--- src/rtl/fb_pixel_packer_if.sv ---
// rtl/fb_pixel_packer_if.sv - pixel stream and framebuffer write channel of the pixel packer
interface fb_pixel_packer_if;
    logic        pix_valid;
    logic        pix_ready;
    logic [18:0] px;
    logic [7:0]  pix_color;
    logic        frame;
    logic [28:0] fb_addr;
    logic [63:0] fb_data;
    logic        fb_req;
    logic        fb_ready;
    logic        busy;
    logic [7:0]  drop_cnt;

    // Environment side: renderer pixel source plus ddram write sink
    modport master (
        output pix_valid, px, pix_color, frame, fb_ready,
        input  pix_ready, fb_addr, fb_data, fb_req, busy, drop_cnt
    );

    // Packer side
    modport slave (
        input  pix_valid, px, pix_color, frame, fb_ready,
        output pix_ready, fb_addr, fb_data, fb_req, busy, drop_cnt
    );
endinterface

--- src/rtl/fb_pixel_packer.sv ---
// rtl/fb_pixel_packer.sv - packs 8-bit pixels into 64-bit framebuffer words and writes them to ddram
module fb_pixel_packer #(
    parameter logic [28:0] FB_BASE = 29'h1000_0000,
    parameter int unsigned NPIX    = 345600
) (
    input  logic              clk_sys,
    input  logic              reset,
    fb_pixel_packer_if.slave  bus
);

    typedef enum logic [1:0] {S_IDLE, S_REQ, S_GAP} state_t;

    // Word assembler
    logic [63:0] word_buf;
    logic [7:0]  lane_mask;
    logic [15:0] cur_widx;
    logic [7:0]  drop_cnt_q;

    // Word FIFO
    logic [15:0] fifo_widx [4];
    logic [63:0] fifo_data [4];
    logic [1:0]  wr_ptr;
    logic [1:0]  rd_ptr;
    logic [2:0]  count;
    logic        pending;

    // Output request channel
    state_t      state;
    logic        fb_req_q;
    logic [28:0] fb_addr_q;
    logic [63:0] fb_data_q;

    // Next-state of the assembler
    logic        pix_ready_int;
    logic        pix_acc;
    logic        pix_drop;
    logic        pix_wr;
    logic [15:0] pix_widx;
    logic [2:0]  pix_lane;
    logic        push_a;
    logic        push_b;
    logic        pop;
    logic [1:0]  wr_ptr_b;
    logic [63:0] base_buf;
    logic [7:0]  base_mask;
    logic [63:0] new_buf;
    logic [7:0]  new_mask;
    logic [63:0] nxt_buf;
    logic [7:0]  nxt_mask;
    logic [15:0] nxt_widx;

    // Room for two pushes is guaranteed whenever a pixel is accepted
    assign pix_ready_int = ~reset & (count <= 3'd2);

    // Pixel acceptance, flush decisions and the assembler's next contents
    always_comb begin
        pix_acc   = bus.pix_valid & pix_ready_int;
        pix_drop  = pix_acc & ({13'd0, bus.px} >= NPIX);
        pix_wr    = pix_acc & ~pix_drop;
        pix_widx  = bus.px[18:3];
        pix_lane  = bus.px[2:0];

        // First push: frame flush or jump to another word; both push the old word
        push_a    = (lane_mask != 8'd0) & (bus.frame | (pix_wr & (pix_widx != cur_widx)));
        base_buf  = push_a ? 64'd0 : word_buf;
        base_mask = push_a ? 8'd0  : lane_mask;

        new_buf   = base_buf;
        new_buf[{pix_lane, 3'b000} +: 8] = bus.pix_color;
        new_mask  = base_mask | (8'd1 << pix_lane);

        // Second push: the pixel landed in the last lane of its word
        push_b    = pix_wr & (pix_lane == 3'd7);

        nxt_buf   = base_buf;
        nxt_mask  = base_mask;
        nxt_widx  = cur_widx;
        if (pix_wr) begin
            nxt_widx = pix_widx;
            if (push_b) begin
                nxt_buf  = 64'd0;
                nxt_mask = 8'd0;
            end else begin
                nxt_buf  = new_buf;
                nxt_mask = new_mask;
            end
        end

        wr_ptr_b  = wr_ptr + {1'b0, push_a};
        pop       = (state == S_REQ) & bus.fb_ready;
    end

    // Assembler registers and dropped-pixel counter; word_buf keeps unset lanes at zero
    always_ff @(posedge clk_sys) begin
        if (reset) begin
            word_buf   <= 64'd0;
            lane_mask  <= 8'd0;
            cur_widx   <= 16'd0;
            drop_cnt_q <= 8'd0;
        end else begin
            word_buf  <= nxt_buf;
            lane_mask <= nxt_mask;
            cur_widx  <= nxt_widx;
            if (pix_drop && drop_cnt_q != 8'hFF) begin
                drop_cnt_q <= drop_cnt_q + 8'd1;
            end
        end
    end

    // Four-entry in-order word FIFO, up to two pushes and one pop per cycle
    always_ff @(posedge clk_sys) begin
        if (reset) begin
            wr_ptr  <= 2'd0;
            rd_ptr  <= 2'd0;
            count   <= 3'd0;
            pending <= 1'b0;
        end else begin
            if (push_a) begin
                fifo_widx[wr_ptr] <= cur_widx;
                fifo_data[wr_ptr] <= word_buf;
            end
            if (push_b) begin
                fifo_widx[wr_ptr_b] <= pix_widx;
                fifo_data[wr_ptr_b] <= new_buf;
            end
            wr_ptr <= wr_ptr + {1'b0, push_a} + {1'b0, push_b};
            if (pop) begin
                rd_ptr <= rd_ptr + 2'd1;
            end
            count   <= count + {2'd0, push_a} + {2'd0, push_b} - {2'd0, pop};
            // Registered non-empty flag: one stage between the pixel path and the request
            // launch; its one-cycle lag after a pop is covered by the GAP state
            pending <= (count != 3'd0);
        end
    end

    // Request FSM: launch the FIFO head, hold it until ddram completes, then one idle gap
    always_ff @(posedge clk_sys) begin
        if (reset) begin
            state     <= S_IDLE;
            fb_req_q  <= 1'b0;
            fb_addr_q <= 29'd0;
            fb_data_q <= 64'd0;
        end else begin
            case (state)
                S_IDLE: begin
                    if (pending) begin
                        fb_addr_q <= FB_BASE + {10'd0, fifo_widx[rd_ptr], 3'b000};
                        fb_data_q <= fifo_data[rd_ptr];
                        fb_req_q  <= 1'b1;
                        state     <= S_REQ;
                    end
                end
                S_REQ: begin
                    if (bus.fb_ready) begin
                        fb_req_q <= 1'b0;
                        state    <= S_GAP;
                    end
                end
                S_GAP: begin
                    state <= S_IDLE;
                end
                default: begin
                    fb_req_q <= 1'b0;
                    state    <= S_IDLE;
                end
            endcase
        end
    end

    assign bus.pix_ready = pix_ready_int;
    assign bus.fb_req    = fb_req_q;
    assign bus.fb_addr   = fb_addr_q;
    assign bus.fb_data   = fb_data_q;
    assign bus.drop_cnt  = drop_cnt_q;
    assign bus.busy      = (lane_mask != 8'd0) | (count != 3'd0) | (state != S_IDLE);

endmodule

--- src/flat_wrapper.sv ---
// flat-port wrapper written by rule: the top's interface ports become plain ports
module fb_pixel_packer_flat 
#(
    parameter logic [28:0] FB_BASE = 29'h1000_0000,
    parameter int unsigned NPIX    = 345600
)
  (clk_sys, reset, bus_pix_valid, bus_px, bus_pix_color, bus_frame, bus_fb_ready, bus_pix_ready, bus_fb_addr, bus_fb_data, bus_fb_req, bus_busy, bus_drop_cnt);
  fb_pixel_packer_if bus_i ();
  input  logic clk_sys;
  input  logic reset;
  input wire logic [$bits(bus_i.pix_valid)-1:0] bus_pix_valid;
  input wire logic [$bits(bus_i.px)-1:0] bus_px;
  input wire logic [$bits(bus_i.pix_color)-1:0] bus_pix_color;
  input wire logic [$bits(bus_i.frame)-1:0] bus_frame;
  input wire logic [$bits(bus_i.fb_ready)-1:0] bus_fb_ready;
  output wire logic [$bits(bus_i.pix_ready)-1:0] bus_pix_ready;
  output wire logic [$bits(bus_i.fb_addr)-1:0] bus_fb_addr;
  output wire logic [$bits(bus_i.fb_data)-1:0] bus_fb_data;
  output wire logic [$bits(bus_i.fb_req)-1:0] bus_fb_req;
  output wire logic [$bits(bus_i.busy)-1:0] bus_busy;
  output wire logic [$bits(bus_i.drop_cnt)-1:0] bus_drop_cnt;
  assign bus_i.pix_valid = bus_pix_valid;
  assign bus_i.px = bus_px;
  assign bus_i.pix_color = bus_pix_color;
  assign bus_i.frame = bus_frame;
  assign bus_i.fb_ready = bus_fb_ready;
  assign bus_pix_ready = bus_i.pix_ready;
  assign bus_fb_addr = bus_i.fb_addr;
  assign bus_fb_data = bus_i.fb_data;
  assign bus_fb_req = bus_i.fb_req;
  assign bus_busy = bus_i.busy;
  assign bus_drop_cnt = bus_i.drop_cnt;
  fb_pixel_packer #(.FB_BASE(FB_BASE), .NPIX(NPIX)) u_core (.clk_sys(clk_sys), .reset(reset), .bus(bus_i));
endmodule
--- config.mk ---
export PLATFORM = sky130hd
export DESIGN_NAME = fb_pixel_packer_flat
export DESIGN_NICKNAME = d
export VERILOG_FILES = /design/src/rtl/fb_pixel_packer_if.sv /design/src/rtl/fb_pixel_packer.sv /design/src/flat_wrapper.sv
export SDC_FILE = /design/constraint.sdc
export NUM_CORES = 1
export LEC_CHECK = 0
export ABC_AREA = 1
export BUFFER_PORTS_ARGS = -buffer_cell sky130_fd_sc_hd__buf_2
export CAP_MARGIN = 5
export CORE_MARGIN = 2
export CORE_UTILIZATION = 56
export CTS_CLUSTER_SIZE = 24
export DETAILED_ROUTE_END_ITERATION = 16
export MAX_ROUTING_LAYER = met4
export PLACE_DENSITY = 0.74
export SLEW_MARGIN = 20
export SYNTH_ARGS = -nofsm -noshare
export SYNTH_HDL_FRONTEND = slang
export SYNTH_SLANG_ARGS = --single-unit
--- constraint.sdc ---
create_clock -name clk_sys -period 6 [get_ports clk_sys]
set_clock_uncertainty 0.15 [all_clocks]
set_input_delay 0.6 -clock clk_sys [delete_from_list [all_inputs] [get_ports clk_sys]]
set_output_delay 0.6 -clock clk_sys [all_outputs]
set_load 0.02 [all_outputs]
Yosys cells after proc, flatten, opt, wreduce, memory -nomap -nowiden
Memories as Yosys holds them, arrays and structs flattened. A register that Yosys moved wholly into a read port is not among the register bits.
Index checks and enable logic that the tools add are counted.
{ "word_totals": {"ff_bits": 136, "output_inout_bits": 104, "ram_bits": 320, "elab_cells": 78, "input_bits": 32, "memories": 2} }
{ "memory_table": {"columns": ["memory", "words", "word_bits", "rd", "rd_clocked_by_memory_dff", "write_ports", "line_no", "text"], "rows": [
  ["u_core.fifo_data", 4, 64, 1, 1, 2, "fb_pixel_packer.sv:21", "logic [63:0] fifo_data [4];"],
  ["u_core.fifo_widx", 4, 16, 1, 1, 2, "fb_pixel_packer.sv:20", "logic [15:0] fifo_widx [4];"]
]} }
{ "classes": {"n_shift": 3, "n_lt_le_gt_ge": 2, "n_bitwise": 15, "eq_ne": 7, "addsub": 9, "muxes": 21, "reduce_logical": 8} }
{ "op_table": {"columns": ["cell", "n"], "rows": [
  ["$mux 64", 3],
  ["$bwmux 64", 1],
  ["$shift 8x8->64 const A", 1],
  ["$shiftx 8x8->64", 1],
  ["$add 29x19->29 const A", 1],
  ["$mux 8", 3],
  ["$ge 19x19->1 const B", 1],
  ["$ne 16x16->1", 1],
  ["$add 8x1->8 const B", 1],
  ["$and 1x1->1", 8],
  ["$mux 1", 8],
  ["$mux 2", 4],
  ["$ne 8x8->1 const B", 1],
  ["$neg 6->8", 1],
  ["$or 8x8->8", 1],
  ["$reduce_bool 8->1", 1],
  ["$shl 1x3->8 const A", 1],
  ["$add 3x1->3", 2],
  ["$add 2x1->2", 2],
  ["$pmux 2 s2", 1],
  ["$reduce_and 2->1", 2],
  ["$eq 3x3->1 const B", 1],
  ["$le 3x2->1 const B", 1],
  ["$not 1->1", 3],
  ["other kinds (13)", 15]
]} }

Longest topological paths before layout
{ "depth": {"ltp_word": 13, "mapped_depth": 23, "mapped_depth_nobuf": 18} }

Least setup slack after synthesis
No wires, ideal clock.
{ "synth_timing": {"path_type": "input to register", "startpoint": "input port bus_px[18]", "endpoint": "memory u_core.fifo_data[0][0], enable pin", "arrival_time_ns": 4.063, "slack_ns": 1.379, "stages": 19, "required_time_ns": 5.441, "n_path_buf": 4, "setup_ns": 0.409, "path_cell_list": "buf_2 -> nand3_1 -> nor3_1 -> nand2_1 -> nand2_1 -> nor2_4 -> nand2_1 -> nand2_1 -> nand2_2 -> buf_2 -> buf_2 -> inv_1 -> ha_1 -> or2_1 -> nand2_1 -> inv_1 -> nor3_4 -> buf_6 -> a31o_2"} }
{ "synth_lines": {"columns": ["element", "line_no", "text"], "rows": [
  ["start: declaration", "flat_wrapper.sv:12", "input wire logic [$bits(bus_i.px)-1:0] bus_px;"],
  ["end: declaration", "fb_pixel_packer.sv:21", null]
]} }

==> metrics.cfg <==
[status]
run_status=finished clean

[placed_design]
place_hpwl_um=35400
gp_congestion=0.847
io_buffers=123

[timing]
drv_slew=0
min_period_ps=3830
hold_slack_ps=137
finalSetupTns_ps=0
rsz0062_at_grt=false
hold_violations=0
fin_crit_sh_pct=63.8
max_freq_ghz=0.261
slew_headroom_pct=25.9
setup_viol=0
tightest_slew_ps=1110

[clocking]
clk_path_buf_depth=3
postCtsSetupBuffers=0
cts_resized=0
cts_buffers=53
cts_root_buf=clkbuf_16
clock-sinks=510
h-tree-depth=2
clock_latency_ps=610
cts_tree=yes
holdBufCountCts=0
clkTransAtPathRegs_ps=60

[setup_path]
critPathKind=flip-flop to flip-flop
worst-path-max-fanout=160
worstReg2RegStart=u_core.cur_widx[0]$_SDFFE_PP0N_
rr_worst_depth=19
endpoint_kind=flip-flop
start_kind=flip-flop
r2r_slack_ps=2170
critical_path_required_ps=6270
r2r-end=u_core.fifo_widx[0][6]$_DFFE_PP_
cp.arrival_ps=4090

[power_and_ir_drop]
pwr_density_cell_nw_per_um2=339
p_leak_uw=0.0100
power_uw=9130
peakVddDrop_mv=0.206

[synthesis]
synth_top_area_cell=edfxtp_1
yosys.area.top_type_share_pct=39.2
synth-seq-cells=510
yosys_warnings=0
avgSynthCellArea_um2=8.58
yosys-top-cells-count=581 x nand2_1, 321 x o21ai_1, 320 x edfxtp_1
synth-edff-count=320
syn-instance-count=2860
ys_types=37
synth_most_common_cell=nand2_1
synth-async-reset-ratio_pct=0
netlist_area_um2=24500
synth_area_leaders=edfxtp_1 39%, dfxtp_1 16%, nand2_1 8.9%
ys.flop_type=edfxtp_1
ys_seq_area_share_pct=54.7

[floorplan]
start_util_pct=56.8
coreArea_um2=43200
die_height_um=213
die_width_um=213
die_area_um2=45500
fp-row-count=76
ios=136

[route]
drcViolationCount=0
num_vias=19908
post_drt_wl_per_cell_um=17.6
wirelength_um=61600
ant_nets=0
drt_iter0_markers=1744
first_pass_iters=5
via_per_inst=5.68

[worst_hold_path]
whs_endpoint=u_core.state[0]$_SDFFE_PP0P_
holdPathStages=4
holdCritPathClass=input pin to flip-flop
min_from=bus_fb_ready

[cells_and_area]
drive_gt1_share_pct=10.7
syn_to_final_growth_pct=9.70
nNetsFinal=2921

[grt]
gr-total-overflow=0
antenna_found_initial=3
grt_pass1_vias=19002
grt_max_degree=161
grtUsageTotal_pct=28.1
grt_pass1_wl_um=98200

[run]
max_cap_viol_count=0

==> worst max path at each step <==
stage                                         start                                 to  slack [ps]
floorplan                                bus_px[18]   u_core.fifo_data[0][0]$_DFFE_PP_        1380
global placement                          bus_px[5]  u_core.fifo_data[1][10]$_DFFE_PP_        2010
detailed placement                        bus_px[5]   u_core.fifo_data[1][9]$_DFFE_PP_        1860
CTS                 u_core.cur_widx[0]$_SDFFE_PP0N_  u_core.fifo_data[1][14]$_DFFE_PP_        2200
global route        u_core.cur_widx[0]$_SDFFE_PP0N_  u_core.fifo_data[1][10]$_DFFE_PP_        1910
finish              u_core.cur_widx[0]$_SDFFE_PP0N_   u_core.fifo_widx[0][6]$_DFFE_PP_        2170
==> where the power goes <==
part / leakage, µW / switching [µW] / internal [µW] / total, µW
Combinational: 0.00495 / 1160 / 478 / 1640
Clock: 0.000859 / 1370 / 1980 / 3350
Sequential: 0.00423 / 137 / 4000 / 4130
Total: 0.0100 / 2670 / 6460 / 9130
==> worst max-delay path, cell delays in order, from the launching register on <==
cell     delay [ps]
dfxtp_1         360
inv_1           110
nand2_1          70
nand2_1          50
nor2_1          130
nand2_1          90
nor2_1          190
nand2_1         100
nand2_1          70
nand2_1         100
nand2_4          80
inv_1            40
ha_1            180
or2_1           220
nand2_1         220
inv_1           170
nor3_4          260
buf_12          540
nand2_1         160
o21ai_1         150
==> per-stage QoR <==
step	cell area, µm²	util, %	std cells	worst slack [ps]
2_1_floorplan	24600	-	2871	1380
3_3_place_gp	25100	58.2	3405	2010
3_5_place_dp	25100	58.2	3406	1860
4_1_cts	26900	62.3	3505	2200
5_1_grt	26900	62.3	3508	1910
6_report	26900	62.3	3508	2170
==> cells in the final DEF (no fill, tap or decap), types with 2 or more instances in the layout <==
master / Yosys / routed
o32ai_1: 16 / 16
nor4_1: 3 / 3
nor2_4: 2 / 2
fa_1: 2 / 2
bufinv_16: 0 / 6
o22ai_1: 64 / 64
nand3_1: 108 / 108
nand2_1: 581 / 580
nor3_2: 2 / 2
nor2_1: 210 / 210
nand2_2: 31 / 30
edfxtp_1: 320 / 320
o21ai_1: 321 / 321
nand3_2: 30 / 30
buf_4: 17 / 22
clkbuf_1: 93 / 18
a31o_4: 0 / 4
conb_1: 1 / 12
dfxtp_1: 190 / 188
nor3_1: 8 / 8
ha_1: 11 / 11
clkinv_2: 0 / 10
buf_2: 47 / 122
clkinvlp_4: 0 / 2
clkinv_1: 0 / 4
o21ai_0: 246 / 246
buf_12: 0 / 10
xor2_1: 2 / 2
a21oi_1: 178 / 178
inv_1: 311 / 309
nor3_4: 4 / 4
clkbuf_8: 0 / 3
nand2_4: 0 / 2
nand4_1: 3 / 3
diode_2: 0 / 3
clkbuf_16: 0 / 55
==> layout make-up <==
cell class	instances	area, µm²
well taps	585	732
flip-flops and latches	510	13400
clock inverters	23	280
clock buffers	76	1490
multi-input cells	1846	8850
fillers	3637	16300
repair buffers	154	976
diodes	3	7.51
inverters	311	1170
==> flip-flops by register name, indices dropped and copies added (netlist names), named ones only <==
signal and cells:
u_core.state 2, u_core.pending 1, u_core.rd_ptr 2, u_core.lane_mask 8, u_core.count 3, u_core.cur_widx 16
u_core.wr_ptr 2, u_core.fifo_widx 64, u_core.bus.fb_addr 17, u_core.fifo_data 256, u_core.bus.fb_req 1, u_core.bus.fb_data 64
u_core.word_buf 64, u_core.bus.drop_cnt 8
==> logic make-up after synthesis <==
group | Yosys count | synth area share [%]
AND/OR/NAND/NOR | 987 | 17.3
AO/OA/AOI/OAI | 831 | 17.6
buffers and inverters | 515 | 9.63
flip-flops | 510 | 54.7
adder cells (fa/ha/maj) | 13 | 0.724
XOR/XNOR | 3 | 0.107
other | 1 | 0.0153
==> routing by layer <==
metal	global-route usage [%]	routed length, µm	vias to the layer above
li1	-	-	9686
met1	35.9	25600	9248
met2	45.3	28900	808
met3	3.85	4860	166
met4	11.7	2250	0
met5	-	0	-
No activity file was read; power rests on OpenSTA's default activity.
